`config.mk`:
```
export PLATFORM = sky130hd
export DESIGN_NAME = wb_arbiter
export DESIGN_NICKNAME = d
export VERILOG_FILES = /design/src/rtl/wb_arbiter.sv
export SDC_FILE = /design/constraint.sdc
export NUM_CORES = 1
export LEC_CHECK = 0
export ABC_AREA = 0
export BUFFER_PORTS_ARGS = -buffer_cell sky130_fd_sc_hd__buf_4
export CORE_ASPECT_RATIO = 1.75
export CORE_MARGIN = 2
export CORE_UTILIZATION = 59
export CTS_CLUSTER_DIAMETER = 50
export DETAILED_ROUTE_END_ITERATION = 12
export GPL_TIMING_DRIVEN = 0
export HOLD_SLACK_MARGIN = 0.08
export PLACE_DENSITY = 0.95
export SLEW_MARGIN = 20
export SYNTH_ARGS = -nofsm -noshare
export SYNTH_HDL_FRONTEND = slang
export SYNTH_SLANG_ARGS = --single-unit
export TNS_END_PERCENT = 5
```
`constraint.sdc`:
```
create_clock -name clk -period 4.9 [get_ports clk]
set_input_delay 0.49 -clock clk [delete_from_list [all_inputs] [get_ports clk]]
set_output_delay 0.49 -clock clk [all_outputs]
set_load 0.02 [all_outputs]
```
`src/rtl/wb_arbiter.sv`:
```
// Write-back arbiter: merges the never-stalling pipeline result and buffered
// long-latency results onto the single regfile write port, with a pending-destination scoreboard.
module wb_arbiter #(
  parameter int DATA_W     = 32,
  parameter int ADDR_W     = 5,
  parameter int FIFO_DEPTH = 2
) (
  input  logic              clk,
  input  logic              rst,
  input  logic              pipe_we,
  input  logic [ADDR_W-1:0] pipe_waddr,
  input  logic [DATA_W-1:0] pipe_wdata,
  input  logic              lu_issue,
  input  logic [ADDR_W-1:0] lu_issue_addr,
  output logic              issue_busy,
  input  logic              lu_valid,
  output logic              lu_ready,
  input  logic [ADDR_W-1:0] lu_waddr,
  input  logic [DATA_W-1:0] lu_wdata,
  input  logic [ADDR_W-1:0] chk_addr1,
  input  logic [ADDR_W-1:0] chk_addr2,
  output logic              chk_busy1,
  output logic              chk_busy2,
  output logic              we,
  output logic [ADDR_W-1:0] waddr,
  output logic [DATA_W-1:0] wdata
);

  localparam int PTR_W = (FIFO_DEPTH > 1) ? $clog2(FIFO_DEPTH) : 1;
  localparam int CNT_W = $clog2(FIFO_DEPTH + 1);
  localparam int NREG  = 1 << ADDR_W;
  localparam logic [CNT_W-1:0] FULL_CNT = CNT_W'(FIFO_DEPTH);

  logic [ADDR_W-1:0] r_fifo_addr [FIFO_DEPTH];
  logic [DATA_W-1:0] r_fifo_data [FIFO_DEPTH];
  logic [PTR_W-1:0]  r_rd_ptr;
  logic [PTR_W-1:0]  r_wr_ptr;
  logic [CNT_W-1:0]  r_count;
  logic [NREG-1:0]   r_pending;

  logic              w_not_empty;
  logic              w_pipe_wr;
  logic [ADDR_W-1:0] w_head_addr;
  logic [DATA_W-1:0] w_head_data;
  logic              w_head_nz;
  logic              w_push;
  logic              w_pop;

  assign w_not_empty = (r_count != '0);
  assign w_pipe_wr   = pipe_we && (pipe_waddr != '0);
  assign w_head_addr = r_fifo_addr[r_rd_ptr];
  assign w_head_data = r_fifo_data[r_rd_ptr];
  assign w_head_nz   = (w_head_addr != '0);

  // Ready looks only at the registered count, so a full FIFO refuses even
  // when its head is leaving this same cycle.
  assign lu_ready = !rst && (r_count < FULL_CNT);
  assign w_push   = lu_valid && lu_ready;
  // A zero-address head needs no port, so it drains even behind a pipe write.
  assign w_pop    = !rst && w_not_empty && (!w_pipe_wr || !w_head_nz);

  assign chk_busy1  = !rst && (chk_addr1 != '0) && r_pending[chk_addr1];
  assign chk_busy2  = !rst && (chk_addr2 != '0) && r_pending[chk_addr2];
  assign issue_busy = !rst && (lu_issue_addr != '0) && r_pending[lu_issue_addr];

  // NOTE: every output gets a default before the if-chain so no path leaves
  // it unassigned, which would otherwise infer a latch.
  always_comb begin
    we    = 1'b0;
    waddr = '0;
    wdata = '0;
    if (!rst) begin
      if (w_pipe_wr) begin
        we    = 1'b1;
        waddr = pipe_waddr;
        wdata = pipe_wdata;
      end else if (w_not_empty) begin
        we    = w_head_nz;
        waddr = w_head_addr;
        wdata = w_head_data;
      end
    end
  end

  // NOTE: the buffer storage is deliberately not reset; count and pointers
  // define which entries are live, so clearing the payload buys nothing.
  always_ff @(posedge clk) begin
    if (w_push) begin
      r_fifo_addr[r_wr_ptr] <= lu_waddr;
      r_fifo_data[r_wr_ptr] <= lu_wdata;
    end
  end

  // NOTE: state uses non-blocking assignments; for the pending bitmap the
  // later set statement overrides the earlier clear, so set wins on a collision.
  always_ff @(posedge clk) begin
    if (rst) begin
      r_rd_ptr  <= '0;
      r_wr_ptr  <= '0;
      r_count   <= '0;
      r_pending <= '0;
    end else begin
      if (w_push) r_wr_ptr <= r_wr_ptr + PTR_W'(1);
      if (w_pop)  r_rd_ptr <= r_rd_ptr + PTR_W'(1);
      case ({w_push, w_pop})
        2'b10:   r_count <= r_count + CNT_W'(1);
        2'b01:   r_count <= r_count - CNT_W'(1);
        default: r_count <= r_count;
      endcase
      if (w_pop && w_head_nz) r_pending[w_head_addr] <= 1'b0;
      if (lu_issue && (lu_issue_addr != '0)) r_pending[lu_issue_addr] <= 1'b1;
    end
  end

endmodule

```
Word level (Yosys, flattened, before mapping) --
Memory sizes are Yosys's and may differ from the RTL's. A register that Yosys moved wholly into a read port is not among the register bits. Cells that the tools add are included.
Word-level totals: register bits after elaboration 36, bits in writable memories 74, input bits 94, output and inout bits 42, word-level logic and storage cells 77, memories kept 2
Cells by class: add/sub/neg operators 4, magnitude comparators 7, equality and inequality tests 2, mux-type cells 29, bitwise logic cells 3, reduce and logical (&&, ||, !) cells 26
Memory list:
- r_fifo_data | depth 2, width 32, rd ports 1, clocked after memory_dff 1, write ports 1, RTL line 35 | logic [DATA_W-1:0] r_fifo_data [FIFO_DEPTH];
- r_fifo_addr | depth 2, width 5, rd ports 1, clocked after memory_dff 1, write ports 1, RTL line 34 | logic [ADDR_W-1:0] r_fifo_addr [FIFO_DEPTH];
Operators by type and width (number):
- $mux W32 | 6
- $and A32 B32 Y32 | 1
- $not A32 Y32 | 1
- $or A32 B32 Y32 | 1
- $reduce_bool A5 Y1 | 5
- $lt A5 B6 Y1 const B | 4
- $bmux W1 S5 | 3
- $logic_and A1 B1 Y1 | 15
- $mux W5 | 3
- $mux W1 | 14
- $demux W1 S5 | 2
- $ge A5 B1 Y1 const B | 2
- $pmux W2 S2 | 1
- $reduce_bool A2 Y1 | 2
- $logic_not A1 Y1 | 3
- $add A1 B1 Y1 const B | 2
- $add A2 B1 Y2 const B | 1
- $eq A2 B1 Y1 const B | 1
- $eq A2 B2 Y1 const B | 1
- $lt A2 B2 Y1 const B | 1
- $sub A2 B1 Y2 const B | 1
- $logic_or A1 B1 Y1 | 1

Depth between registers and ports, before layout --
Gate-level depths: netlist (run 1).
word-level depth 10, depth in mapped cells 9, mapped depth without buffers 7

Worst setup path before layout (run 1) --
Ideal clock, no wire load.
kind input port to flip-flop, start input port rst, end memory r_fifo_addr[0][0] (enable), setup time 431 ps, arrival time 2792 ps, required time 4469 ps, slack 1677 ps, cell stages on the path 4, buffers on the path 1, cells stage by stage clkbuf_1 > nor2_1 > nand2_1 > nor2_1
On the way: longest elaborated chain between the ends 5
Ends and longest elaborated chain:
- start, declared | RTL line 9 | input logic rst,
- $logic_not A1 Y1
- $logic_and A1 B1 Y1 | RTL line 57 | assign lu_ready = !rst && (r_count < FULL_CNT);
- via lu_ready | RTL line 17 | output logic lu_ready,
- $logic_and A1 B1 Y1 | RTL line 58 | assign w_push = lu_valid && lu_ready;
- $mux W1 | RTL line 88 | if (w_push) begin
- $mux W1 (not written as such) | RTL line 89 | r_fifo_addr[r_wr_ptr] <= lu_waddr;
- end, declared | RTL line 34
The timed path passes the listed nets, and every way through them passes these cells.

Worst setup path after layout (run 1) --
start input port pipe_waddr[0], end output port wdata[21]
On the way: longest elaborated chain between the ends 4
Ends and longest elaborated chain:
- start, declared | RTL line 11 | input logic [ADDR_W-1:0] pipe_waddr,
- $reduce_bool A5 Y1 | RTL line 50 | assign w_pipe_wr = pipe_we && (pipe_waddr != '0);
- $logic_and A1 B1 Y1 | RTL line 50
- $mux W32 | RTL line 73 | if (w_pipe_wr) begin
- $mux W32 | RTL line 72 | if (!rst) begin
- end, declared | RTL line 26 | output logic [DATA_W-1:0] wdata
No other way between the ends.

==> qor_table.md, run 1 <==
| Step | Quantity | This run |
|:---|:---|:---|
| clock network | Clock Path Buffers | 2 |
| outcome | Status | finished, final reports clean |
| sta | Clk_skew | 0.00879 ns |
| critical path | Data required time of the critical path | 4.41 ns |
| clock network | Clock input transition at the sequential cells of the worst setup and hold paths | 0.08 ns |
| yosys | Predominant post-synthesis flop cell | edfxtp_1 |
| yosys | Instance count of the mapped netlist | 487 |
| critical path | Slowest library cell on the worst path | or4_1 |
| place | Count of buffers from port buffering | 130 |
| cells and area | Diode count | 0 |
| floorplanning | Horiz. Die Dim | 80.6 µm |
| clock network | Sinks on the clock net | 111 |
| clock network | TritonCTS clock tree | built |
| critical path | Peak fanout along the critical path | 10 |
| cells and area | Layout-stage area growth over the synthesis result | 24.2% |
| yosys | Proportion of synthesized flip-flops having asynchronous set or reset | 0% |
| global route | Via count of the first global-routing pass | 5438 |
| drt | Average wire length per cell after detail routing | 23.1 µm |
| cells and area | Fraction of final layout cells with drive strength greater than 1 | 30.7% |
| flow run | MaxCap Viol Count | 0 |
| drt | Total via count after detailed routing | 5291 |
| clock network | Buffer type at the clock tree root | clkbuf_16 |
| place | HPWL Detailed | 12.7 mm |
| global route | Global-route usage over all layers | 32.0% |
| yosys | Synth cell types | 52 |
| critical path | Stage delay of the slowest cell on the critical path | 0.59 ns |
| drt | Detail-routed via count per cell | 6.94 |
| yosys | Number of synthesized register bits | 111 |
| global route | Global-route congestion overflow total | 0 |
| pwr | Total power per unit cell area | 301 mW/mm² |
| drt | Number of iterations in the first detailed-routing pass | 6 |
| clock network | Clock buffer count from CTS | 9 |
| global route | Initial antenna violation count | 0 |
| floorplanning | Placeable core region | 0.0101 mm² |
| floorplanning | I/O pin count | 136 |
| clock network | Number of setup buffers added after CTS | 0 |
| sta | Final worst-path cycle share | 58.7% |
| yosys | Proportion of synthesized chip area in sequential cells | 48.8% |
| drt | ANT nets after route | 0 |
| place | Worst Setup Slack post-DPL | 2.01 ns |
| floorplanning | Die extent in y | 138 µm |
| sta | Final-report hold violation count | 0 |
| global route | Pin count of the biggest net entering global routing | 32 |
| clock network | Latest clock arrival within the worst-skew pair | 0.35 ns |
| critical path | Data arrival time of the critical path | 2.39 ns |
| clock network | Post-CTS resize count | 0 |
| global route | Global-route wire length before repair | 27.4 mm |
| yosys | Number of nets in the synthesized netlist | 582 |
| yosys | Number of enable-type register cells in the synthesized netlist | 74 |
| pwr | Worst-case vdd ir drop | 0.000284 V |
| sta | Smallest setup slack after layout | 2.02 ns |
| yosys | Syn avg cell area | 12.5 µm² |
| worst hold path | Path category of the worst min-delay check | input port to register |
| critical path | Startpoint Class | input port |
| drt | Overall routed net length | 17.6 mm |
| sta | Setup violation total in the final timing report | 0 |
| floorplanning | Cell Rows | 49 |
| critical path | Type of destination of the critical path | output pin |
| critical path | Critical Setup Path Class | input port to output pin |
| clock network | Max H-tree Level | 3 |
| floorplanning | DIE AREA | 0.0111 mm² |
| place | Weighted congestion at the end of routability-driven global placement | 0.950 |
| cells and area | Filler instances | 622 |
| sta | Pin slew with the least headroom to its limit | 1.10 ns |
| sta | Relative max-transition margin | 26.2% |
| drt | DRC | 0 |
| floorplanning | Initial core utilization | 60.0% |
| critical path | Critical path, cell by cell | buf_4 -> or4_1 -> o21ai_2 -> nor2_1 -> buf_2 -> buf_2 -> o22a_1 -> buf_4 |
| clock network | Count of hold-fix buffers inserted at cts | 0 |
| yosys | Number of warnings reported in the yosys synthesis log | 0 |
| sta | Timing-limited maximum frequency | 348 MHz |
| sta | Final critical-path required period | 2.88 ns |
| pwr | Static Leakage | 2.80 nW |
| drt | First-iteration detailed-routing DRC count | 503 |
| cells and area | Final net count | 725 |
| yosys | Netlist area before placement | 0.00607 mm² |
| sta | Setup TNS Final | 0 ns |
| sta | Unrepaired setup endpoints after global routing | false |
| sta | Final max-slew violation count | 0 |
## worst paths after layout
path | depth (start not counted) | end | startpoint | slack [ns]
min reg2reg | 1 | r_rd_ptr$_SDFFE_PP0P_ | r_rd_ptr$_SDFFE_PP0P_ | 0.48
min | 1 | r_fifo_data[1][3]$_DFFE_PP_ | lu_wdata[3] | 0.31
max | 8 | wdata[21] | pipe_waddr[0] | 2.02
max reg2reg | 7 | r_count[1]$_SDFFE_PP0P_ | register | 2.37
## placed cells by master, fill, tap and decap left out, types with 4 or more instances in the layout
cell | Yosys | layout
nor3b_1 | 4 | 4
a221oi_1 | 24 | 24
edfxtp_1 | 74 | 74
o2bb2ai_1 | 4 | 4
mux4_2 | 10 | 10
clkbuf_1 | 18 | 19
a211oi_1 | 6 | 6
nand2_1 | 11 | 11
dfxtp_1 | 37 | 37
a32o_1 | 24 | 24
buf_2 | 20 | 20
o21ai_0 | 7 | 7
mux4_1 | 16 | 16
buf_4 | 3 | 133
o22a_1 | 34 | 34
nor2_1 | 51 | 50
mux2i_1 | 40 | 40
or3b_1 | 4 | 4
clkbuf_16 | 0 | 9
a21oi_1 | 11 | 11
nand2b_1 | 5 | 5
nand3b_1 | 7 | 7
nor3_1 | 10 | 10
nand4_1 | 24 | 24
## cell type report
type                    instances  area [µm²]  area share (%)
clock inverters                 6        52.6           0.698
well taps                     127         159            2.11
flip-flops and latches        111        2960            39.3
clock buffers                  10         229            3.04
repair buffers                132        1020            13.5
plain buffers                  45         220            2.92
inverters                       1        3.75          0.0498
multi-input cells             330        2890            38.3
## state kept, by name, indices dropped and copies added (netlist names), named ones only
name and count:
r_rd_ptr 1, r_pending 32, r_fifo_addr 10, r_count 2, r_wr_ptr 1, r_fifo_data 64
## logic make-up (layout without fill, tap and decap cells)
family	count (synthesis)	in the layout	share of synthesized area, %
DFF	111	111	48.8
muxes	70	70	18.0
and+or+nand+nor	131	131	11.5
xor gates and xnor gates	3	3	0.433
adders and majority gates	1	1	0.206
AOI/OAI and AO/OA	125	125	17.3
buffers and inverters	46	194	3.69
## Yosys cell counts (5+ instances only)
library cell,count,area [µm²]
a32o_1,24,240
buf_2,20,100
a221oi_1,24,210
o22a_1,34,298
nand2_1,11,41.3
o21ai_0,7,35.0
edfxtp_1,74,2220
nand4_1,24,150
nor2_1,51,191
a211oi_1,6,45.0
nand2b_1,5,31.3
clkbuf_1,18,67.6
a21oi_1,11,55.1
mux2i_1,40,400
mux4_2,10,225
nand3b_1,7,52.6
dfxtp_1,37,741
nor3_1,10,50.1
mux4_1,16,420
## critical path: cells and delay by family
kind / cells / cell delay (ns)
buffers and inverters: 4 / 0.72
and+or+nand+nor: 2 / 0.72
AOI/OAI and AO/OA: 2 / 0.46
## layer usage
layer	GRT usage (%)	vias to the layer above	share of wire (%)
li1	-	2313	-
met1	34.6	2531	35
met2	55.6	360	53
met3	6.40	87	7.0
met4	19.7	0	5.1
met5	0	-	0
## stage by stage
stage / cells / instance area, µm² / util, % / hold WS [ns] / total power [mW]
floorplan: 487 / 6070 / - / 0.437 / 1.37
global placement: 744 / 7200 / 71.2 / 0.448 / 1.54
detailed placement: 746 / 7250 / 71.7 / 0.467 / 1.56
CTS: 762 / 7530 / 74.4 / 0.312 / 2.25
global route: 762 / 7530 / 74.4 / 0.310 / 2.33
finish: 762 / 7530 / 74.4 / 0.313 / 2.27
## power by group
part / switching, mW / internal (mW) / total (mW)
registers: 0.0196 / 1.04 / 1.06
logic: 0.288 / 0.211 / 0.499
clock network: 0.355 / 0.354 / 0.709
(Power assumes the default switching activity.)
==> inputs of run 2 (changes only) <==
- CORE_UTILIZATION: 59 -> 49
- PLACE_DENSITY: 0.95 -> 0.87
- clock period: 4.9 -> 2.3 ns (I/O delays scaled with it)
==> qor_table.md, run 2 (same netlist as run 1, synthesis figures left out) <==
| Step | Quantity | This run | vs previous |
|:---|:---|:---|:---|
| cells and area | Registers with the most flip-flops | r_fifo_data: 64 flops, r_pending: 32 flops, r_fifo_addr: 10 flops |  |
| global route | Global-route congestion overflow total | 0 | unchanged |
| global route | Via count of the first global-routing pass | 5503 | +1.2% |
| sta | Final max-slew violation count | 0 | unchanged |
| critical path | Critical Setup Path Class | register to output pin |  |
| worst hold path | Path category of the worst min-delay check | input port to register |  |
| critical path | Peak fanout along the critical path | 10 | unchanged |
| floorplanning | Horiz. Die Dim | 88.1 µm | +9.3% |
| flow run | MaxCap Viol Count | 0 | unchanged |
| floorplanning | DIE AREA | 0.0133 mm² | +20% |
| drt | Total via count after detailed routing | 5359 | +1.3% |
| pwr | Static Leakage | 2.98 nW | +6.3% |
| global route | Initial antenna violation count | 0 | unchanged |
| sta | Timing-limited maximum frequency | 427 MHz |  |
| place | Worst Setup Slack post-DPL | -0.268 ns | -2.28 ns |
| drt | Average wire length per cell after detail routing | 22.6 µm | -2.1% |
| worst hold path | Cell count of the worst hold path | 4 | +3 |
| clock network | Clock buffer count from CTS | 9 | unchanged |
| cells and area | Fraction of final layout cells with drive strength greater than 1 | 33.7% | +3.0 points |
| critical path | Cell count of the worst reg-to-reg path | 8 | +1 |
| sta | Final critical-path required period | 2.34 ns |  |
| place | HPWL Detailed | 13.0 mm | +2.0% |
| sta | Final-report hold violation count | 0 | unchanged |
| clock network | Buffer type at the clock tree root | clkbuf_16 |  |
| critical path | Data arrival time of the critical path | 2.11 ns | -0.28 ns |
| cells and area | Register containing the most flip-flops in the final layout | r_fifo_data |  |
| cells and area | Most common library cell in the layout ignoring fill and taps | buf_4 |  |
| sta | Clk_skew | 0.0117 ns | +0.00287 ns |
| pwr | Total power per unit cell area | 614 mW/mm² | +100% |
| drt | DRC | 0 | unchanged |
| clock network | Max H-tree Level | 3 | unchanged |
| cells and area | Most frequent cells in the layout | 132 x buf_4, 74 x edfxtp_1, 49 x nor2_1 |  |
| pwr | Worst-case vdd ir drop | 0.000594 V | +110% |
| critical path | Type of destination of the critical path | output pin |  |
| sta | Unrepaired setup endpoints after global routing | true |  |
| sta | Setup violation total in the final timing report | 2 | +2 |
| outcome | Violated checks | setup timing |  |
| worst hold path | Hold path endpoint | r_wr_ptr$_SDFFE_PP0P_ |  |
| cells and area | Layout-stage area growth over the synthesis result | 33.8% |  |
| clock network | Sinks on the clock net | 111 | unchanged |
| critical path | Startpoint Class | register |  |
| critical path | Data required time of the critical path | 2.07 ns | -2.34 ns |
| floorplanning | Cell Rows | 53 | +8.2% |
| place | Weighted congestion at the end of routability-driven global placement | 0.967 | +1.8% |
| clock network | Latest clock arrival within the worst-skew pair | 0.36 ns | about the same |
| pwr | Total power of the final layout | 4.98 mW | +120% |
| critical path | Reg2Reg Capture Point | r_count[1]$_SDFFE_PP0P_ |  |
| sta | Final worst-path cycle share | 102% |  |
| floorplanning | Initial core utilization | 50.3% | -9.7 points |
| critical path | Worst reg2reg setup slack | 0.10 ns | -2.27 ns |
| global route | Pin count of the biggest net entering global routing | 38 | +19% |
| place | Count of buffers from port buffering | 130 | unchanged |
| sta | Pin slew with the least headroom to its limit | 1.05 ns | -0.0526 ns |
| floorplanning | I/O pin count | 136 | unchanged |
| floorplanning | Die extent in y | 151 µm | +9.5% |
| drt | First-iteration detailed-routing DRC count | 343 | -32% |
| floorplanning | Placeable core region | 0.0121 mm² | +19% |
| global route | Global-route usage over all layers | 28.9% | -3.1 points |
| global route | Global-route wire length before repair | 29.1 mm | +6.2% |
| sta | Relative max-transition margin | 29.7% | +3.5 points |
| drt | Number of iterations in the first detailed-routing pass | 5 | -1 |
| sta | Smallest setup slack after layout | -0.0395 ns | -2.06 ns |
| clock network | TritonCTS clock tree | built |  |
| cells and area | Final net count | 765 | +5.5% |
| cells and area | Diode count | 0 | unchanged |
| drt | Overall routed net length | 19.0 mm | +7.8% |
| worst hold path | Hold Startpoint | lu_valid |  |
| drt | Detail-routed via count per cell | 6.39 | -8.0% |
| drt | ANT nets after route | 0 | unchanged |
| clock network | Clock input transition at the sequential cells of the worst setup and hold paths | 0.07 ns | about the same |
| clock network | Clock Path Buffers | 2 | unchanged |
| outcome | Status | finished, violations left |  |
| cells and area | Max FFs per register | 64 | unchanged |
run 2: changes by cell type in the layout (fill, tap and decap cells not counted), moves of 3 or more:
cell,change
buf_12,+3
buf_2,-7
buf_6,+4
clkbuf_1,-3
clkbuf_4,+3
dfxtp_1,-9
dfxtp_2,+9
dlygate4sd3_1,+37
mux2i_1,-4
mux2i_2,+3
mux4_1,-7
mux4_2,+7
run 2: routing by layer:
metal | vias to the layer above | part of all wire [%] | global-route usage [%]
met5 | - | 0 | 0
met4 | 0 | 4.2 | 12.0
met3 | 66 | 5.9 | 4.63
met2 | 301 | 55 | 54.4
met1 | 2616 | 35 | 31.1
li1 | 2376 | - | -
run 2: cell type report:
type,instances,area (µm²)
Buffer,45,298
Clock buffer,9,225
Clock inverter,6,57.6
Fill cell,840,3960
Inverter,1,3.75
Multi-Input combinational cell,330,2930
Sequential cell,111,2970
Tap cell,165,206
Timing Repair Buffer,172,1420
run 2: how the worst max path moves through the flow:
stage | endpoint | depth (start not counted) | slack (ns) | startpoint
2_1_floorplan | r_fifo_addr[1][0]$_DFFE_PP_ | 3 | 0.11 | rst
3_3_place_gp | r_fifo_data[1][1]$_DFFE_PP_ | 4 | -0.37 | rst
3_5_place_dp | r_count[1]$_SDFFE_PP0P_ | 7 | -0.27 | register
4_1_cts | wdata[14] | 8 | -0.03 | register
5_1_grt | wdata[23] | 5 | -0.09 | r_count[1]$_SDFFE_PP0P_
6_report | wdata[23] | 5 | -0.04 | r_count[1]$_SDFFE_PP0P_
run 2: power breakdown:
part	leakage (nW)	switching (mW)	internal, mW	total (mW)
sequential	0.983	0.0480	2.21	2.26
clock	0.140	0.768	0.758	1.53
combinational	1.85	0.645	0.551	1.20
total	2.98	1.46	3.52	4.98
run 2: timing repair:
action | CTS | global route
endpoints found under the hold margin | 74 | 0
setup buffers | 2 | 1
endpoints found under the setup margin | 40 | 40
pin swaps | 2 | 2
resized for setup | 28 | 28
hold buffers | 37 | 0
run 2: worst max-delay path, cell delays in order, from the launching register on:
cell and delay (ns):
dfxtp_1 0.36, o21ai_2 0.43, clkbuf_1 0.43, nor2_1 0.14, o22a_1 0.23, buf_4 0.17
run 2: per-stage QoR:
stage               instances  instance area [µm²]  util (%)  setup TNS (ns)  hold WS [ns]
global route              839                 8110      67.2          -0.922         0.343
CTS                       837                 8010      66.4         -0.0956         0.322
finish                    839                 8110      67.2         -0.0414         0.337
floorplan                 487                 6070         -               0         0.329
global placement          782                 7260      60.1          -14.87         0.415
detailed placement        783                 7280      60.3           -3.95         0.418
==> inputs of run 3 (changes only) <==
- CELL_PAD_IN_SITES_DETAIL_PLACEMENT: not set -> 1
- CELL_PAD_IN_SITES_GLOBAL_PLACEMENT: not set -> 1
- CORE_UTILIZATION: 49 -> 39
==> qor_table.md, run 3 (same netlist as run 1, synthesis figures left out) <==
| Step | Quantity | This run | vs previous |
|:---|:---|:---|:---|
| outcome | Status | finished, violations left |  |
| outcome | Violated checks | setup timing |  |
| pwr | Total power per unit cell area | 632 mW/mm² | +3.0% |
| sta | Clk_skew | 0.0194 ns | +0.00772 ns |
| cells and area | Layout-stage area growth over the synthesis result | 36.3% |  |
| drt | DRC | 0 | unchanged |
| critical path | Type of destination of the critical path | output pin |  |
| clock network | Max H-tree Level | 3 | unchanged |
| floorplanning | Cell Rows | 60 | +13% |
| cells and area | Most common library cell in the layout ignoring fill and taps | buf_4 |  |
| critical path | Peak fanout along the critical path | 4 | -6 |
| sta | Final max-slew violation count | 0 | unchanged |
| critical path | Stage delay of the slowest cell on the critical path | 0.51 ns | +0.08 ns |
| global route | Initial antenna violation count | 0 | unchanged |
| cells and area | Final core occ | 54.0% | -13 points |
| global route | Global-route congestion overflow total | 0 | unchanged |
| sta | Unrepaired setup endpoints after global routing | true |  |
| critical path | Critical Setup Path Class | register to output pin |  |
| floorplanning | Initial core utilization | 39.6% | -11 points |
| cells and area | Fraction of final layout cells with drive strength greater than 1 | 35.1% | +1.4 points |
| critical path | Data required time of the critical path | 2.07 ns | about the same |
| cells and area | Registers with the most flip-flops | r_fifo_data: 64 flops, r_pending: 32 flops, r_fifo_addr: 10 flops |  |
| cells and area | Sequential cell area | 0.00298 mm² | about the same |
| global route | Global-route usage over all layers | 27.0% | -1.9 points |
| clock network | Clock Path Buffers | 2 | unchanged |
| sta | Setup violation total in the final timing report | 2 | unchanged |
| place | Count of buffers from port buffering | 130 | unchanged |
| global route | Via count of the first global-routing pass | 6118 | +11% |
| critical path | Critical path, cell by cell | mux4_2 -> mux4_2 -> nand2b_4 -> o311a_1 -> buf_6 |  |
| pwr | Static Leakage | 3.02 nW | +1.4% |
| flow run | MaxCap Viol Count | 0 | unchanged |
| clock network | Sinks on the clock net | 111 | unchanged |
| cells and area | Register containing the most flip-flops in the final layout | r_fifo_data |  |
| global route | Pin count of the biggest net entering global routing | 38 | unchanged |
| critical path | Reg2Reg Capture Point | r_count[1]$_SDFFE_PP0P_ |  |
| clock network | Buffer type at the clock tree root | clkbuf_16 |  |
| critical path | Worst reg2reg setup slack | 0.01 ns | -0.09 ns |
| cells and area | Filler instances | 1596 | +90% |
| sta | Timing-limited maximum frequency | 426 MHz | -0.42% |
| drt | Detail-routed via count per cell | 6.52 | +2.1% |
| pwr | Total power of the final layout | 5.23 mW | +4.9% |
| clock network | Clock input transition at the sequential cells of the worst setup and hold paths | 0.09 ns | +0.02 ns |
| drt | Average wire length per cell after detail routing | 27.5 µm | +22% |
| sta | Final critical-path required period | 2.35 ns | +0.00975 ns |
| drt | ANT nets after route | 0 | unchanged |
| critical path | Data arrival time of the critical path | 2.12 ns | about the same |
| place | HPWL Detailed | 14.6 mm | +13% |
| drt | Number of iterations in the first detailed-routing pass | 5 | unchanged |
| global route | Global-route wire length before repair | 34.9 mm | +20% |
| worst hold path | Hold Startpoint | rst |  |
| sta | Relative max-transition margin | 24.2% | -5.5 points |
| place | Weighted congestion at the end of routability-driven global placement | 0.895 | -7.5% |
| critical path | Most common cell on crit path | mux4_2 |  |
| floorplanning | Placeable core region | 0.0153 mm² | +27% |
| drt | First-iteration detailed-routing DRC count | 503 | +47% |
| drt | Total via count after detailed routing | 5624 | +4.9% |
| sta | Pin slew with the least headroom to its limit | 1.13 ns | +0.0825 ns |
| floorplanning | Die extent in y | 169 µm | +12% |
| sta | Smallest setup slack after layout | -0.0492 ns | -0.00975 ns |
| cells and area | Area of the multi-input gates | 0.00302 mm² | +3.3% |
| critical path | Cell count of the worst reg-to-reg path | 8 | unchanged |
| cells and area | Max FFs per register | 64 | unchanged |
| pwr | Worst-case vdd ir drop | 0.000479 V | -19% |
| critical path | Crit. Startpoint | r_pending[29]$_SDFF_PP0_ |  |
| clock network | Latest clock arrival within the worst-skew pair | 0.37 ns | about the same |
| drt | Overall routed net length | 23.7 mm | +25% |
| clock network | Clock buffer count from CTS | 9 | unchanged |
| floorplanning | I/O pin count | 136 | unchanged |
| sta | Final-layout worst hold slack | 0.334 ns | -0.00299 ns |
| worst hold path | Cell count of the worst hold path | 4 | unchanged |
| sta | Final worst-path cycle share | 102% | +0.42 points |
| floorplanning | DIE AREA | 0.0166 mm² | +25% |
| cells and area | Final net count | 766 | +0.13% |
| cells and area | Diode count | 0 | unchanged |
| cells and area | Most frequent cells in the layout | 135 x buf_4, 74 x edfxtp_1, 48 x nor2_1 |  |
| critical path | Startpoint Class | register |  |
| sta | Final-report hold violation count | 0 | unchanged |
| worst hold path | Path category of the worst min-delay check | input port to register |  |
| clock network | TritonCTS clock tree | built |  |
| worst hold path | Hold path endpoint | r_pending[3]$_SDFF_PP0_ |  |
| floorplanning | Horiz. Die Dim | 98.3 µm | +12% |
| critical path | Slowest library cell on the worst path | mux4_2 |  |
run 3: cell count changes in the layout (fill, tap and decap cells not counted), sizes merged:
cell,change
buf,+3
clkinv,+1
clkbuf,-2
run 3: repair_timing:
item	in CTS	in global routing
endpoints found under the hold margin	74	0
pin swaps	3	1
hold buffers	37	0
endpoints found under the setup margin	40	40
gates resized for setup	43	33
buffers inserted	2	2
run 3: where the power goes:
part / internal, mW / switching [mW] / leakage [nW]
clock network: 0.774 / 0.876 / 0.146
logic: 0.577 / 0.723 / 1.89
registers: 2.21 / 0.0623 / 0.984
run 3: worst max-delay path, delay by kind of cell, from the launching register on:
family | cells | cell delay (ns)
AOI/OAI and AO/OA | 1 | 0.11
buffers and inverters | 1 | 0.13
and+or+nand+nor | 1 | 0.16
DFF | 1 | 0.35
muxes | 2 | 1.00
run 3: area by class of cell:
type                       instances  area share (%)
sequential                       111            36.0
buffer                            45            3.77
multi-input combinational        330            36.5
clock buffer                       9            2.72
clock inverter                     7           0.863
tap                              186            2.82
timing repair buffer             173            17.2
inverter                           1          0.0454
run 3: worst max path at each step:
stage                                         endpoint  slack, ns  depth (start not counted)
after floorplan            r_fifo_addr[1][0]$_DFFE_PP_       0.11                          3
after global placement    r_fifo_data[1][13]$_DFFE_PP_      -0.39                          4
after detailed placement       r_count[1]$_SDFFE_PP0P_      -0.28                          7
after CTS                                    chk_busy1      -0.05                          5
after global routing                         chk_busy1      -0.09                          5
final                                        chk_busy1      -0.05                          5
run 3: per-stage QoR:
step / TNS (ns) / setup WS [ns] / cell area (µm²) / cells
3_3_place_gp: -14.79 / -0.386 / 7280 / 803
4_1_cts: -0.117 / -0.0526 / 8100 / 859
5_1_grt: -0.287 / -0.0866 / 8270 / 862
6_report: -0.0812 / -0.0492 / 8270 / 862
3_5_place_dp: -3.63 / -0.280 / 7300 / 804
2_1_floorplan: 0 / 0.106 / 6070 / 487
run 3: per-layer routing:
layer | global-route usage [%] | vias up | share of wire (%)
li1 | - | 2393 | -
met1 | 29.3 | 2822 | 35
met2 | 50.5 | 328 | 53
met3 | 4.58 | 81 | 6.8
met4 | 12.3 | 0 | 4.7
met5 | 0 | - | 0
